## src/rtl/delay_arbiter.sv

```systemverilog
// delay_arbiter: round-robin arbiter feeding one shared delay stage, with a valid/ID tag and a programmable grant gap
module delay_arbiter #(
    parameter int N_REQ = 4,
    parameter int W     = 8,
    parameter int ID_W  = 2,
    parameter int GAP_W = 4
) (
    input  logic               clk,
    input  logic               rst_n,
    input  logic               en,
    input  logic [GAP_W-1:0]   gap,
    input  logic [N_REQ-1:0]   req,
    input  logic [N_REQ*W-1:0] din,
    output logic [N_REQ-1:0]   gnt,
    output logic [W-1:0]       stage_in,
    output logic               stage_ce,
    output logic               out_valid,
    output logic [ID_W-1:0]    out_id
);
    localparam logic [0:0] ARB = 1'b0;
    localparam logic [0:0] GAP = 1'b1;
    logic [0:0]       state_q, state_d;
    logic [ID_W-1:0]  ptr_q, ptr_d;
    logic [GAP_W-1:0] cnt_q, cnt_d;
    logic [N_REQ-1:0] gnt_q, gnt_d;
    logic [ID_W-1:0]  gid_q, gid_d;
    logic             valid_q;
    logic [ID_W-1:0]  id_q;
    logic [N_REQ-1:0] elig;
    logic             found;
    logic [ID_W-1:0]  win;
    logic [ID_W:0]    sum;
    logic [ID_W-1:0]  idx;
    // Search eligible requests starting at ptr, wrapping modulo N_REQ; the channel granted this cycle is masked
    always_comb begin
        elig  = req & ~gnt_q;
        found = 1'b0;
        win   = '0;
        sum   = '0;
        idx   = '0;
        for (int i = 0; i < N_REQ; i++) begin
            sum = {1'b0, ptr_q} + (ID_W+1)'(i);
            if (sum >= (ID_W+1)'(N_REQ)) sum = sum - (ID_W+1)'(N_REQ);
            idx = sum[ID_W-1:0];
            if (!found && elig[idx]) begin
                found = 1'b1;
                win   = idx;
            end
        end
    end
    // Grant/gap state machine; gap is sampled only when a grant is issued
    always_comb begin
        state_d = state_q;
        ptr_d   = ptr_q;
        cnt_d   = cnt_q;
        gnt_d   = '0;
        gid_d   = gid_q;
        if (state_q == GAP) begin
            cnt_d   = cnt_q - 1'b1;
            state_d = (cnt_q == GAP_W'(1)) ? ARB : GAP;
        end else if (en && found) begin
            gnt_d   = {{(N_REQ-1){1'b0}}, 1'b1} << win;
            gid_d   = win;
            ptr_d   = (win == ID_W'(N_REQ-1)) ? '0 : win + 1'b1;
            cnt_d   = gap;
            state_d = (gap == '0) ? ARB : GAP;
        end
    end
    // State registers and the one-cycle tag pipeline that lines up with the delay stage output
    always_ff @(posedge clk) begin
        if (!rst_n) begin
            state_q <= ARB;
            ptr_q   <= '0;
            cnt_q   <= '0;
            gnt_q   <= '0;
            gid_q   <= '0;
            valid_q <= 1'b0;
            id_q    <= '0;
        end else begin
            state_q <= state_d;
            ptr_q   <= ptr_d;
            cnt_q   <= cnt_d;
            gnt_q   <= gnt_d;
            gid_q   <= gid_d;
            valid_q <= |gnt_q;
            if (|gnt_q) id_q <= gid_q;
        end
    end
    assign gnt       = gnt_q;
    assign stage_ce  = |gnt_q;
    assign stage_in  = stage_ce ? din[gid_q*W +: W] : '0;
    assign out_valid = valid_q;
    assign out_id    = id_q;
endmodule
```

## config.mk

```make
export PLATFORM = sky130hd
export DESIGN_NAME = delay_arbiter
export DESIGN_NICKNAME = d
export VERILOG_FILES = /design/src/rtl/delay_arbiter.sv
export SDC_FILE = /design/constraint.sdc
export NUM_CORES = 1
export LEC_CHECK = 0
export ABC_CLOCK_PERIOD_IN_PS = 4300
export BUFFER_PORTS_ARGS = -buffer_cell sky130_fd_sc_hd__buf_2
export CORE_MARGIN = 10
export CORE_UTILIZATION = 47
export DETAILED_ROUTE_END_ITERATION = 8
export GPL_ROUTABILITY_DRIVEN = 0
export PLACE_DENSITY = 0.84
export SETUP_SLACK_MARGIN = 0.1
export SLEW_MARGIN = 5
export SYNTH_ARGS = -nofsm -noshare
export SYNTH_HDL_FRONTEND = slang
export SYNTH_SLANG_ARGS = --single-unit
```

## constraint.sdc

```tcl
create_clock -name clk -period 4.3 [get_ports clk]
set_clock_uncertainty 0.1 [all_clocks]
set_input_delay 0.43 -clock clk [delete_from_list [all_inputs] [get_ports clk]]
set_output_delay 0.43 -clock clk [all_outputs]
set_load 0.005 [all_outputs]
```

# == Yosys cells after proc, flatten, opt, wreduce, memory -nomap -nowiden ==
# Cells that the tools add are included.
# op_classes
n_eq_ne,2
n_mux,28
n_addsub,9
n_bitwise,5
multipliers,0
shift,2
n_reduce_logical,12
magnitude_cmp,8
div_mod_pow,0
# op_table
cell,n
$shiftx 32x6->8,1
$mux 2,9
$lt 2x3->1 const B,4
$mux 1,12
$ge 3x3->1 const B,3
$bmux 1 s2,4
$mux 4,2
$mux 8,1
$sub 2x1->2 const B,4
$add 2x2->3 const B,2
$and 4x4->4,1
$eq 4x1->1 const B,1
$logic_and 1x1->1,4
$logic_not 4->1,1
$not 4->4,1
$reduce_or 4->1,1
$shl 1x2->4 const A,1
$sub 4x1->4 const B,1
$add 2x1->3 const B,1
$ge 2x3->1 const B,1
$logic_not 1->1,3
$not 1->1,3
$reduce_or 3->1,1
$add 2x1->2 const B,1
3 further kinds,3
# totals
ramBits,0
word_cells,73
latchBits,0
n_memories,0
input_bits,43
output_inout_bits,16
rom_bits,0
reg_bits,16

# == Depth between registers and ports, before layout ==
# Gate-level depths: netlist (run 1).
# depth
depth_word,17
depth_mapped,6
mapped_depth_nobuf,6

# == Worst setup path after synthesis (run 1) ==
# No wires, ideal clock.
# synth_path
path_type,reg-to-output
from,"reg gnt_q[1], in the netlist gnt[1]"
to,out stage_in[1]
arrival_time_ns,1.350
slack_ns,2.420
path_stages_with_launch,4
cell_sequence,dfxtp_1 > nor4_1 > clkbuf_1 > and2b_1
# synth_between
elab_chain_len,2
# synth_lines
element,line_no,rtl
from (decl),25,"logic [N_REQ-1:0] gnt_q, gnt_d;"
from (signal assigned),83,gnt_q <= gnt_d;
$reduce_or 4->1,90,assign stage_ce = |gnt_q;
$mux 8,91,assign stage_in = stage_ce ? din[gid_q*W +: W] : '0;
to (decl),15,"output logic [W-1:0] stage_in,"
# No other way between the ends.

# == Worst setup path after layout (run 1) ==
# layout_path
from,"reg gnt_q[1], in the netlist gnt[1]"
to,out stage_in[6]
# The elaborated chain is that of the path after synthesis.

==> flow_summary.ini, run 1 <==
[worst_setup_path]
cp_data_arrival_time_ns = 1.91
crit_type = flop to output port
crit_buf_inv = 1
path_cells = nor4_2 -> and2b_1 -> buf_2
cp.required_ns = 3.77
critPathSlowestCell = nor4_2
max_stage_delay_ns = 0.88
rr_worst_depth = 4
cp-start-kind = flop
cp-end-kind = output port
cp_max_fo = 12
cp.depth = 3
path_delay_family = simple AND/OR/NAND/NOR gates

[routing]
dr_wl_met3_um = 315
drc_errors = 0
vias_per_cell = 5.404
via_count = 1043
wl_met2_mm = 1.586
routedLengthMet1_mm = 1.072
drtIter0Drc = 66
wl_mm = 3.036
firstDrtPassIters = 4
top_layer = met4
antenna_left = 0
avgRoutedWirePerCell_um = 15.73

[floorplanning]
initial_core_util_pct = 48.21
floorplan.die.width_um = 67.18
coreArea_um2 = 2170
die-area_um2 = 4512
die_h_um = 67.18
std_cell_rows = 17
ios = 59

[logic_synthesis]
synth_xor_area_share_pct = 0.8373
yosys.cell_types.count = 33
synthSimpleGateAreaFrac_pct = 24.04
synth_compound_area_share_pct = 16.87
synth.area.mux_share_pct = 20.22
async_reset_ff_share_pct = 0
postSynthCellCount = 109
yosysWarnings = 0
synth_top_family_by_area = simple AND/OR/NAND/NOR gates
synth_top_area_share_pct = 30.62
yosysMostFrequentCell = dfxtp_1
synth-adder-area-share_pct = 2.392
ys_ff_latch = 16
syn-num-nets = 154
syn_avg_cell_area_um2 = 9.596
ys_top_cells_by_count = dfxtp_1 (16), nor2_1 (10), nor2b_1 (10)
ys_seq_area_share_pct = 30.62
synthFlopType = dfxtp_1
yosys-top-cells-area = dfxtp_1 (31%), mux4_2 (17%), nor2b_1 (6.0%)
synth_area_um2 = 1046
synth_enable_flop_cells = 0
synth_top_cell_by_area = dfxtp_1

[sta]
min_period_over_period_pct = 56.72
drv_slew = 0
fin_ws_ns = 1.861
rsz0062_at_grt = no
finalHoldViolCount = 0
relSlewSlack_pct = 32.99
finalSetupTns_ns = 0
worstMarginPinSlew_ns = 0.9969
hold-worst-slack_ns = 0.3385
fin_crit_ns = 2.439
clock.fmax_ghz = 0.4100
finalSetupViolCount = 0

[min_path]
hp-class = input port to flop
min_path_cells = 3

[cts]
cts.sinks = 16
cts_hold_buf = 0
cts.clk_slew.worst_paths_ns = 0.09
cts_tree = built
post_cts_resized = 0
clk-insertion-delay-late_ns = 0.29
cts-root-buf = clkbuf_4
numCtsBuffers = 3
htreeDepth = 1
cts_setup_buffers = 0
clk_path_buf_depth = 2

[finish]
finalNetCount = 211
diodes = 0
synthToLayoutAreaGrowth_pct = 31.94
drive_gt1_share_pct = 47.27

[power_and_ir_drop]
peakVddDrop_v = 0.0001758
power_uw = 400.5
p_leak_nw = 0.6705
p_per_area_nw_per_um2 = 290.2

[global_route]
grt_pass1_vias = 1130
grt_max_degree = 15
grt_pass1_wl_mm = 4.733
overflow = 0
grtUsageTotal_pct = 13.17
antenna_found_initial = 0

[placement]
port_buffers = 58
dp_hpwl_mm = 2.573
place_ws_ns = 2.143

[run_status]
status = completed

[run]
drv_cap = 0
-- tightest hold or removal path, stage by stage --
cell and delay [ns]:
buf_2 0.09, o41ai_1 0.05, a21boi_0 0.12
-- per-layer routing --
layer | vias up | track usage, %
li1 | 500 | -
met1 | 483 | 13.14
met2 | 51 | 24.53
met3 | 9 | 4.132
met4 | 0 | 5.641
met5 | - | 0
-- path summary, 6_finish.rpt --
kind / from / endpoint / slack [ns]
worst max register to register: gnt[3] / cnt_q[1] / 2.51
worst max-delay path: gnt[1] / stage_in[6] / 1.86
worst min-delay path: gap[3] / state_q / 0.34
worst min register to register: cnt_q[3] / cnt_q[3] / 0.41
-- cell type report --
| cell class | count | area [um2] |
|---|---|---|
| fillers | 186 | 789.5 |
| repair buffers | 58 | 290.3 |
| inverters | 5 | 18.77 |
| well taps | 28 | 35.03 |
| clock buffers | 4 | 36.28 |
| flip-flops and latches | 16 | 320.3 |
| multi-input cells | 82 | 679.4 |
-- cells by family (layout without fill, tap and decap cells) --
family,count (synthesis),after routing
and+or+nand+nor,45,45
AOI/OAI and AO/OA,23,23
DFF,16,16
muxes,11,11
buffers and inverters,11,67
adders and majority gates,2,2
xor gates and xnor gates,1,1
-- report_power, final --
part	internal, mW	switching, mW
Combinational	0.0687	0.0545
Clock	0.0517	0.0481
Sequential	0.161	0.0167
Total	0.281	0.119
-- through the flow --
step,cell area [um2],std cells,utilization (%)
after global routing,1380,193,63.61
after detailed placement,1344,189,61.94
after CTS,1380,193,63.61
after global placement,1344,189,61.94
final,1380,193,63.61
after floorplan,1046,109,-
-- registers in the layout, indices dropped and copies added, names as in the netlist --
name and cells:
cnt_q 4, gid_q 2, gnt 4, out_id 2, out_valid 1, ptr_q 2, state_q 1
-- cell usage in the layout, fill, tap and decap left out, drive strengths merged, types with 2 or more instances in the layout --
cell type and n:
a21oi 7, ha 2, mux4 8, dfxtp 16, and2b 3, nor2 11
a21boi 5, o221ai 2, inv 5, buf 58, nand3 3, nand2b 4
clkbuf 4, mux2i 2, nor2b 12, nand2 8, o21ai 3, o41ai 2
No activity file was read; power rests on OpenSTA's default activity.
==> run 2: changes to the inputs <==
- ABC_CLOCK_PERIOD_IN_PS: 4300 -> 2500
- CORE_UTILIZATION: 47 -> 43
- PLACE_DENSITY: 0.84 -> 0.78
- clock period: 4.3 -> 2.5 ns (I/O delays scaled with it)
==> flow_summary.ini, run 2 (synthesis gave the netlist of run 1 again) <==
[run]
drv_cap = 0

[sta]
fin_ws_ns = 0.3319
rsz0062_at_grt = no
finalSetupViolCount = 0
fin_crit_ns = 2.168
relSlewSlack_pct = 62.38
clock.fmax_ghz = 0.4612
min_period_over_period_pct = 86.72
finalSetupTns_ns = 0
worstMarginPinSlew_ns = 0.5635
drv_slew = 0
finalHoldViolCount = 0

[global_route]
grt_pass1_wl_mm = 5.002
antenna_found_initial = 0
grtUsageTotal_pct = 12.08
grt_max_degree = 15
grt_pass1_vias = 1104
overflow = 0

[cts]
cts_hold_buf = 0
numCtsBuffers = 3
clk-insertion-delay-late_ns = 0.29
cts-root-buf = clkbuf_4
cts.clk_slew.worst_paths_ns = 0.10
cts.sinks = 16
post_cts_resized = 0
htreeDepth = 1
clk_path_buf_depth = 2
cts_tree = built
cts_setup_buffers = 0

[power_and_ir_drop]
combPwrFrac_pct = 30.9
peakVddDrop_v = 0.0003301
intPower_uw = 485.7
p_per_area_nw_per_um2 = 494.5
switching_share_pct = 29.21
p_seq_share_pct = 44.7
power.switching_uw = 200.4
p_leak_nw = 0.6749
p_clk_share_pct = 24.4

[floorplanning]
die_h_um = 69.32
coreArea_um2 = 2255
ios = 59
std_cell_rows = 17
floorplan.die.width_um = 69.32
die-area_um2 = 4805
initial_core_util_pct = 46.39

[worst_setup_path]
rrSetupSlack_ns = 0.71
cp.required_ns = 2.15
r2r_start = gnt[1]
cp-start-kind = flop
crit_start = gid_q[0]
rr_worst_depth = 4
crit_type = flop to output port
cp_data_arrival_time_ns = 1.82
reg2reg_to = cnt_q[1]
crit_end = stage_in[7]
cp_max_fo = 10
cp-end-kind = output port

[routing]
via_count = 994
firstDrtPassIters = 6
drtIter0Drc = 36
wl_mm = 2.913
drc_errors = 0
vias_per_cell = 5.124
antenna_left = 0
avgRoutedWirePerCell_um = 15.02

[finish]
final_common_cell = buf_2
synthToLayoutAreaGrowth_pct = 32.66
final_core_util_pct = 61.54
multi_input_area_um2 = 679.4
diodes = 0
regArea_um2 = 320.3
fillers = 206
postLayoutCellArea_um2 = 1388
final_cells = 194
finalNetCount = 212
final_cell_mix = buf_2 (58), dfxtp_1 (16), nor2b_1 (10), nor2_1 (10)
drive_gt1_share_pct = 47.59

[placement]
port_buffers = 58
postPlaceCellArea_um2 = 1351
post-place-cells = 190
place_ws_ns = 0.6191

[min_path]
min_path_cells = 2
hp-class = input port to flop

[run_status]
status = completed
## run 2: cell count changes in the layout (fill, tap and decap cells not counted)
cell,delta
buf_4,+1
## run 2: worst max-delay path, cell delays in order (launching register included)
cell     delay, ns
dfxtp_1       0.69
mux4_2        0.56
and2b_1       0.16
buf_2         0.12
## run 2: power by group through the flow
stage	clock [mW]	combinational, mW	sequential [mW]
final	0.168	0.212	0.307
after detailed placement	0	0.213	0.313
after floorplan	0	0.152	0.295
after global placement	0	0.206	0.310
after CTS	0.172	0.214	0.307
after global routing	0.186	0.239	0.312
## run 2: layer usage
layer | GRT usage, % | up-vias | wire length [um]
li1 | - | 505 | -
met1 | 13.05 | 449 | 1195
met2 | 21.17 | 34 | 1453
met3 | 4.280 | 6 | 218
met4 | 3.991 | 0 | 46
met5 | 0 | - | 0
## run 2: stage by stage
step                      total power [mW]  hold slack, ns
after detailed placement            0.5265          0.3954
after global routing                0.7366          0.1935
after floorplan                     0.4471          0.3038
after global placement              0.5166          0.3836
after CTS                           0.6927          0.1867
final                               0.6861          0.1855
## run 2: how the worst min path moves through the flow
| stage | startpoint | to | slack [ns] |
|---|---|---|---|
| after CTS | rst_n | cnt_q[1] | 0.19 |
| after global placement | cnt_q[3] | cnt_q[3] | 0.38 |
| after floorplan | rst_n | cnt_q[2] | 0.30 |
| final | rst_n | cnt_q[1] | 0.19 |
| after detailed placement | cnt_q[3] | cnt_q[3] | 0.40 |
| after global routing | rst_n | cnt_q[1] | 0.19 |
## run 2: layout make-up
cell class                 count  area share, %
tap                           28          2.525
inverter                       5          1.353
clock buffer                   4          2.615
timing repair buffer          59          21.46
sequential                    16          23.08
multi-input combinational     82          48.96
